## config.mk

```make
export PLATFORM = sky130hd
export DESIGN_NAME = iot_byte_assembler
export DESIGN_NICKNAME = d
export VERILOG_FILES = /design/src/rtl/iot_byte_assembler.sv
export SDC_FILE = /design/constraint.sdc
export NUM_CORES = 1
export LEC_CHECK = 0
export CAP_MARGIN = 20
export CORE_MARGIN = 4
export CORE_UTILIZATION = 68
export CTS_CLUSTER_DIAMETER = 40
export DETAILED_ROUTE_END_ITERATION = 12
export DONT_BUFFER_PORTS = 1
export PLACE_DENSITY = 0.84
export SETUP_SLACK_MARGIN = 0.1
export SLEW_MARGIN = 20
export SYNTH_ARGS = -nofsm -noshare
export SYNTH_HDL_FRONTEND = slang
export SYNTH_SLANG_ARGS = --single-unit
```

## constraint.sdc

```tcl
create_clock -name clk -period 13.5 [get_ports clk]
set_input_delay 2.7 -clock clk [delete_from_list [all_inputs] [get_ports clk]]
set_output_delay 2.7 -clock clk [all_outputs]
set_load 0.005 [all_outputs]
```

## src/rtl/iot_byte_assembler.sv

```systemverilog
// iot_byte_assembler
// Collects a serial byte stream (most-significant byte first) into NBYTE-byte
// words and publishes each completed word with a valid flag and a phase count.
// Byte 16 of a word is held off with busy while the previous word is still
// unconsumed, so a pending word is never overwritten.
// Optional build macro: IOT_ASM_WCNT_EN adds the wcnt published-word counter.

module iot_byte_assembler #(
    parameter int NBYTE = 16
`ifdef IOT_ASM_WCNT_EN
    ,
    parameter int WCNT_W = 7
`endif
) (
    input  logic                 clk,
    input  logic                 rst,
    input  logic                 in_en,
    input  logic [7:0]           iot_in,
    input  logic                 stall,
`ifdef IOT_ASM_WCNT_EN
    output logic [WCNT_W-1:0]    wcnt,
`endif
    output logic                 busy,
    output logic [8*NBYTE-1:0]   data,
    output logic                 data_vld,
    output logic [3:0]           cnt_cycle
);

    localparam int DW     = 8 * NBYTE;
    localparam int BCNT_W = $clog2(NBYTE);
    localparam logic [BCNT_W-1:0] BCNT_LAST = BCNT_W'(NBYTE - 1);

    // Only the last NBYTE-1 bytes ever matter: the final byte goes straight
    // into data together with them.
    logic [BCNT_W-1:0] bcnt_r;
    logic [DW-9:0]     sreg_r;

    logic              accept_s;
    logic              complete_s;
    logic              consume_s;
    logic              hold_s;
    logic [DW-1:0]     shifted_s;

    logic [BCNT_W-1:0] bcnt_s;
    logic [DW-9:0]     sreg_s;
    logic [DW-1:0]     data_s;
    logic              data_vld_s;
    logic [3:0]        cnt_cycle_s;
    logic              busy_s;

    assign accept_s   = in_en && !busy;
    assign complete_s = accept_s && (bcnt_r == BCNT_LAST);
    assign consume_s  = data_vld && !stall;
    assign hold_s     = data_vld && stall;
    assign shifted_s  = {sreg_r, iot_in};

    // Next-state computation for byte counter, shift register and output word.
    always_comb begin
        bcnt_s      = bcnt_r;
        sreg_s      = sreg_r;
        data_s      = data;
        data_vld_s  = data_vld;
        cnt_cycle_s = cnt_cycle;
        if (complete_s) begin
            bcnt_s      = {BCNT_W{1'b0}};
            data_s      = shifted_s;
            data_vld_s  = 1'b1;
            cnt_cycle_s = 4'd1;
        end else begin
            if (accept_s) begin
                sreg_s = shifted_s[DW-9:0];
                bcnt_s = bcnt_r + BCNT_W'(1);
            end else begin
                sreg_s = sreg_r;
                bcnt_s = bcnt_r;
            end
            if (consume_s) begin
                data_vld_s = 1'b0;
            end else begin
                data_vld_s = data_vld;
            end
            // Phase count runs once per publish, wraps 15->0 and parks at 0;
            // it freezes while the word is being held back by stall.
            if ((cnt_cycle != 4'd0) && !hold_s) begin
                cnt_cycle_s = cnt_cycle + 4'd1;
            end else begin
                cnt_cycle_s = cnt_cycle;
            end
        end
        // busy depends only on next registered state, so it can be registered
        // itself without any path from stall in the current cycle.
        busy_s = (bcnt_s == BCNT_LAST) && data_vld_s;
    end

    // State and output registers.
    always_ff @(posedge clk or posedge rst) begin
        if (rst) begin
            bcnt_r    <= {BCNT_W{1'b0}};
            sreg_r    <= {(DW-8){1'b0}};
            data      <= {DW{1'b0}};
            data_vld  <= 1'b0;
            cnt_cycle <= 4'd0;
            busy      <= 1'b0;
        end else begin
            bcnt_r    <= bcnt_s;
            sreg_r    <= sreg_s;
            data      <= data_s;
            data_vld  <= data_vld_s;
            cnt_cycle <= cnt_cycle_s;
            busy      <= busy_s;
        end
    end

`ifdef IOT_ASM_WCNT_EN
    // Published-word counter, free-running with natural wrap.
    always_ff @(posedge clk or posedge rst) begin
        if (rst) begin
            wcnt <= {WCNT_W{1'b0}};
        end else if (complete_s) begin
            wcnt <= wcnt + WCNT_W'(1);
        end else begin
            wcnt <= wcnt;
        end
    end
`endif

endmodule

```

### Word level (Yosys, flattened, before mapping)

Index checks and enable logic that the tools add are counted.
Widths: inputs -> output; s select.

| cells by class | value |
|---|---|
| $add $sub $neg | 2 |
| equal/unequal tests | 2 |
| mux-type cells | 6 |
| bitwise gates (word level) | 1 |
| reduce and logical (&&, ||, !) cells | 12 |

Operator list:

| operator | number |
|---|---|
| $mux 4 | 4 |
| $add 4x1->4 const B | 2 |
| $eq 4x4->1 const B | 2 |
| $logic_and 1x1->1 | 6 |
| $reduce_bool 4->1 | 1 |
| $logic_not 1->1 | 3 |
| $mux 1 | 2 |
| $reduce_and 2->1 | 1 |
| $reduce_bool 2->1 | 1 |
| $not 1->1 | 1 |

| storage, ports and cells | value |
|---|---|
| bits in registers | 258 |
| bits of input ports | 12 |
| output and inout bits | 134 |
| word-level logic and storage cells | 29 |

### Depth between registers and ports, before layout

| logic depth | value |
|---|---|
| depth in word-level cells | 6 |
| mapped depth | 7 |
| mapped depth without buffers | 5 |

### Worst setup path after synthesis

No wires, ideal clock.

| timing | value |
|---|---|
| path type | input-to-reg |
| from | input in_en |
| to | register data[7] |
| arrival | 3641 ps |
| path slack | 9734 ps |
| stages | 5 |
| buffers on the path | 2 |
| path through | nand2b_4 -> nor2_1 -> buf_2 -> buf_4 -> mux2_2 |

| on the way | value |
|---|---|
| word-level cells in the longest chain between the ends | 2 |

Ends and longest elaborated chain:

| item | RTL line | RTL |
|---|---|---|
| from (decl) | 17 | `input logic in_en,` |
| $logic_and 1x1->1 | 51 | `assign accept_s = in_en && !busy;` |
| $logic_and 1x1->1 | 52 | `assign complete_s = accept_s && (bcnt_r == BCNT_LAST);` |
| to (signal assigned) | 100 | `data <= {DW{1'b0}};` |
| to (signal assigned) | 107 | `data <= data_s;` |
| to (decl) | 24 | `output logic [8*NBYTE-1:0] data,` |

No other way between the ends.
A chain may end at the register's enable or synchronous reset.

### Worst setup path after layout

| timing | value |
|---|---|
| from | input in_en |
| to | register sreg_r[57] |

| on the way | value |
|---|---|
| word-level cells in the longest chain between the ends | 4 |

Ends and longest elaborated chain:

| item | RTL line | RTL |
|---|---|---|
| $logic_and 1x1->1 (*) | 51 |  |
| $logic_and 1x1->1 | 52 |  |
| $not 1->1 (no source line) | - |  |
| $reduce_and 2->1 (no source line) (*) | - |  |
| to (signal assigned) | 99 | `sreg_r <= {(DW-8){1'b0}};` |
| to (signal assigned) | 106 | `sreg_r <= sreg_s;` |
| to (decl) | 36 | `logic [DW-9:0] sreg_r;` |

Mark *: on every way between the ends. The rest lies on a longest branch, timed or not.

==> implementation parameters <==
Parameter                              Value

Power and ir drop
  Internal power ... 1.90 mW
  Power share of the clock group ... 31.5%
  Switching component of the power ... 0.727 mW
  Static Leakage ... 5.28 nW
  Comb power frac ... 16.8%
  VDD IR-drop max ... 0.000128 V
  Sw frac ... 27.7%
  Pwr/cell area ... 236 nW/um^2
  Seq pwr share ... 51.6%

Route
  Overall via count from detail_route ... 4732
  Final ANT Viol Nets ... 0
  Detailed-routing iteration count for the pre-antenna-repair pass ... 4
  Detailed-route vias per instance ... 5.97
  Drc violations ... 0
  Detailed router's first-iteration violation count ... 192
  Total wirelength of the detailed-routed design ... 17800 um
  Routed wire length per instance ... 22.5 um

Die
  Initial cell density of the core ... 70.7%
  Core area ... 14100 sq um
  Chip Width ... 129 um
  Die outline area ... 16700 sq um
  Vert. Die Dim ... 129 um
  Standard-cell rows ... 43
  Number of top-level design ports ... 146

Global route
  Pin count of the biggest net entering global routing ... 129
  All-Layer GR Usage ... 21.8%
  First-pass GRT wire length ... 28900 um
  Total global routing overflow ... 0
  Antenna violations before repair ... 0
  Vias in the first global route ... 5303

Worst setup path
  Critical Setup Path Class ... in2reg
  Critical path buffer and inverter count ... 1
  Data arrival time of the critical path ... 4.74 ns
  Crit. End Element ... register
  Worst reg-to-reg setup slack ... 10.50 ns
  Dominant delay contributor by cell family on the critical path ... buffers and inverters
  Startpoint Class ... input pin
  Slowest stage cell, crit path ... sky130_fd_sc_hd__buf_4
  Max stage delay on crit path ... 0.79 ns
  Worst-path fanout max ... 63
  CP required ... 13.91 ns
  Critical Path Most Common Cell ... sky130_fd_sc_hd__nand2b_4
  Cells traversed along the worst timing path ... nand2b_4 -> nand2b_4 -> buf_4 -> mux2_2

Final layout
  Ant diodes ... 0
  Number of nets in the layout ... 604
  Most used cells in the layout excluding fill and tap cells ... sky130_fd_sc_hd__dfrtp_1 (258), sky130_fd_sc_hd__mux2_2 (191), sky130_fd_sc_hd__mux2_4 (57)
  Share of layout cells above drive strength 1 ... 50.8%
  Post-layout util ... 78.8%
  Most common cell after layout, fill and taps aside ... sky130_fd_sc_hd__dfrtp_1
  Area grow syn2layout ... 11.5%
  Filler instances ... 731

Synth
  Synthesized instance count ... 580
  Netlist cell types ... 29
  Register bit total from synthesis ... 258
  Register area share after synthesis ... 64.8%
  Mapped Area ... 9970 sq um
  Yosys warns ... 0
  Synthesized netlist net count ... 595
  Average cell area after synthesis ... 17.2 sq um

Clock network
  Root Buffer ... sky130_fd_sc_hd__clkbuf_16
  Clock H-tree levels ... 1
  Clock tree from TritonCTS ... built
  Clock sink count ... 258
  Count of hold buffers inserted by post-cts repair ... 0
  Clock slew seen by the registers of the worst setup and hold paths ... 0.06 ns
  Buffer levels on the longest clock path ... 3
  PostCTS Resize Cnt ... 0
  Clk_lat worst skew ... 0.53 ns
  Num CTS Buffers ... 30
  Post-CTS setup buffer count ... 0

Placed design
  Detailed placer's ending HPWL ... 11300 um
  Pre-CTS setup slack ... 8.67 ns
  Number of buffer cells added on primary ports ... 0
  Global placer's final weighted congestion ... 0.752

Timing
  Min cycle time layout ... 4.33 ns
  Slew @ Worst Pin ... 1.00 ns
  Worst-case headroom to the max-slew limit ... 33.1%
  Max Clock Freq ... 231 MHz
  Final worst-path cycle share ... 32.1%
  WHS ... 0.516 ns
  Worst clock skew on the final layout ... 0.0127 ns
  Setup repair after global routing missed its margin ... false
  Summed negative setup slack over all endpoints ... 0 ns
  Slew Limit Fails ... 0
  Final worst setup slack ... 9.17 ns
  Setup Viol. Count Final ... 0
  Final Hold Violating Endpoints ... 0

Worst hold path
  Classification of the worst-slack hold path ... reg2reg

Job
  Max_cap viols ... 0

Run status
  Run status ... complete, no violations
## worst reg2reg max path, stage by stage, from the launching register on
cell                       delay, ns
sky130_fd_sc_hd__dfrtp_1        0.45
sky130_fd_sc_hd__ha_1           0.23
sky130_fd_sc_hd__nand3_1        0.24
sky130_fd_sc_hd__nand2b_4       0.63
sky130_fd_sc_hd__buf_4          0.83
sky130_fd_sc_hd__mux2_2         0.51
## stage by stage
| step | power [mW] | instance area, sq um | instances |
|---|---|---|---|
| after floorplan | 1.65 | 9970 | 580 |
| after global placement | 1.76 | 10000 | 737 |
| after detailed placement | 1.81 | 10000 | 737 |
| after CTS | 2.65 | 11100 | 792 |
| after global routing | 2.76 | 11100 | 792 |
| final | 2.63 | 11100 | 792 |
## state kept, by name, indices dropped and copies added (netlist names)
signal / count
cnt_cycle: 4
data: 128
data_vld: 1
bcnt_r: 4
sreg_r: 120
busy: 1
## synthesized netlist by cell type
cell | instances | area [sq um]
sky130_fd_sc_hd__nor2_1 | 1 | 3.75
sky130_fd_sc_hd__a21oi_1 | 4 | 20.0
sky130_fd_sc_hd__and2_1 | 1 | 6.26
sky130_fd_sc_hd__or4_1 | 1 | 7.51
sky130_fd_sc_hd__a2111oi_2 | 1 | 15.0
sky130_fd_sc_hd__buf_6 | 7 | 78.8
sky130_fd_sc_hd__nand2_1 | 5 | 18.8
sky130_fd_sc_hd__o21ai_0 | 6 | 30.0
sky130_fd_sc_hd__nor2b_1 | 1 | 6.26
sky130_fd_sc_hd__buf_2 | 14 | 70.1
sky130_fd_sc_hd__a32oi_1 | 1 | 8.76
sky130_fd_sc_hd__nand2b_1 | 1 | 6.26
sky130_fd_sc_hd__a22o_1 | 1 | 8.76
sky130_fd_sc_hd__xor2_1 | 1 | 8.76
sky130_fd_sc_hd__nand2b_4 | 1 | 13.8
sky130_fd_sc_hd__mux2_4 | 57 | 856
sky130_fd_sc_hd__nor3b_1 | 1 | 7.51
sky130_fd_sc_hd__or3_1 | 2 | 12.5
sky130_fd_sc_hd__mux2_2 | 191 | 2150
sky130_fd_sc_hd__inv_1 | 5 | 18.8
sky130_fd_sc_hd__or3b_2 | 1 | 8.76
sky130_fd_sc_hd__ha_1 | 3 | 37.5
sky130_fd_sc_hd__nor4bb_1 | 1 | 10.0
sky130_fd_sc_hd__or2_1 | 1 | 6.26
sky130_fd_sc_hd__nand3_1 | 5 | 25.0
sky130_fd_sc_hd__dfrtp_1 | 258 | 6460
sky130_fd_sc_hd__buf_4 | 6 | 45.0
sky130_fd_sc_hd__buf_8 | 1 | 15.0
sky130_fd_sc_hd__nand3b_1 | 2 | 15.0
## cell type report
cell class	count	area (sq um)	share of cell area, %
Clock inverter	16	228	2.05
Clock buffer	39	835	7.51
Timing Repair Buffer	5	41.3	0.372
Multi-Input combinational cell	289	3300	29.7
Sequential cell	258	6460	58.1
Inverter	5	26.3	0.237
Tap cell	180	225	2.03
## power groups by stage
stage                     registers, mW  clock network, mW  logic [mW]
final                              1.36              0.827       0.442
after floorplan                    1.25                  0       0.395
after global routing               1.40              0.876       0.489
after detailed placement           1.37                  0       0.442
after global placement             1.35                  0       0.411
after CTS                          1.36              0.841       0.450
## layer usage
metal | up-vias | global-route usage (%) | wire (um)
met5 | - | 0 | 0
met2 | 133 | 37.8 | 9280
met1 | 2506 | 26.7 | 6840
met3 | 24 | 7.54 | 1460
li1 | 2069 | - | -
met4 | 0 | 5.00 | 264
## cells by family after synthesis
kind of cell             count (synthesis)  synth area share (%)
flip-flops                             258                  64.8
multiplexers                           248                  30.2
buffers and inverters                   33                  2.28
AND/OR/NAND/NOR                         24                  1.48
AO/OA/AOI/OAI                           13                 0.829
adder cells (fa/ha/maj)                  3                 0.377
XOR/XNOR                                 1                0.0879
## final timing paths
path	cells past startpoint	startpoint	endpoint
min in group asynchronous	1	rst	data[14]$_DFFE_PP0P_
hold reg to reg	1	sreg_r[114]$_DFFE_PP0P_	sreg_r[114]$_DFFE_PP0P_
setup reg to reg	5	bcnt_r[0]$_DFF_PP0_	sreg_r[57]$_DFFE_PP0P_
max in group asynchronous	2	rst	sreg_r[16]$_DFFE_PP0P_
setup / recovery	4	in_en	sreg_r[57]$_DFFE_PP0P_
hold / removal	1	sreg_r[114]$_DFFE_PP0P_	sreg_r[114]$_DFFE_PP0P_
Note: power is estimated with default switching activity, not from simulation.
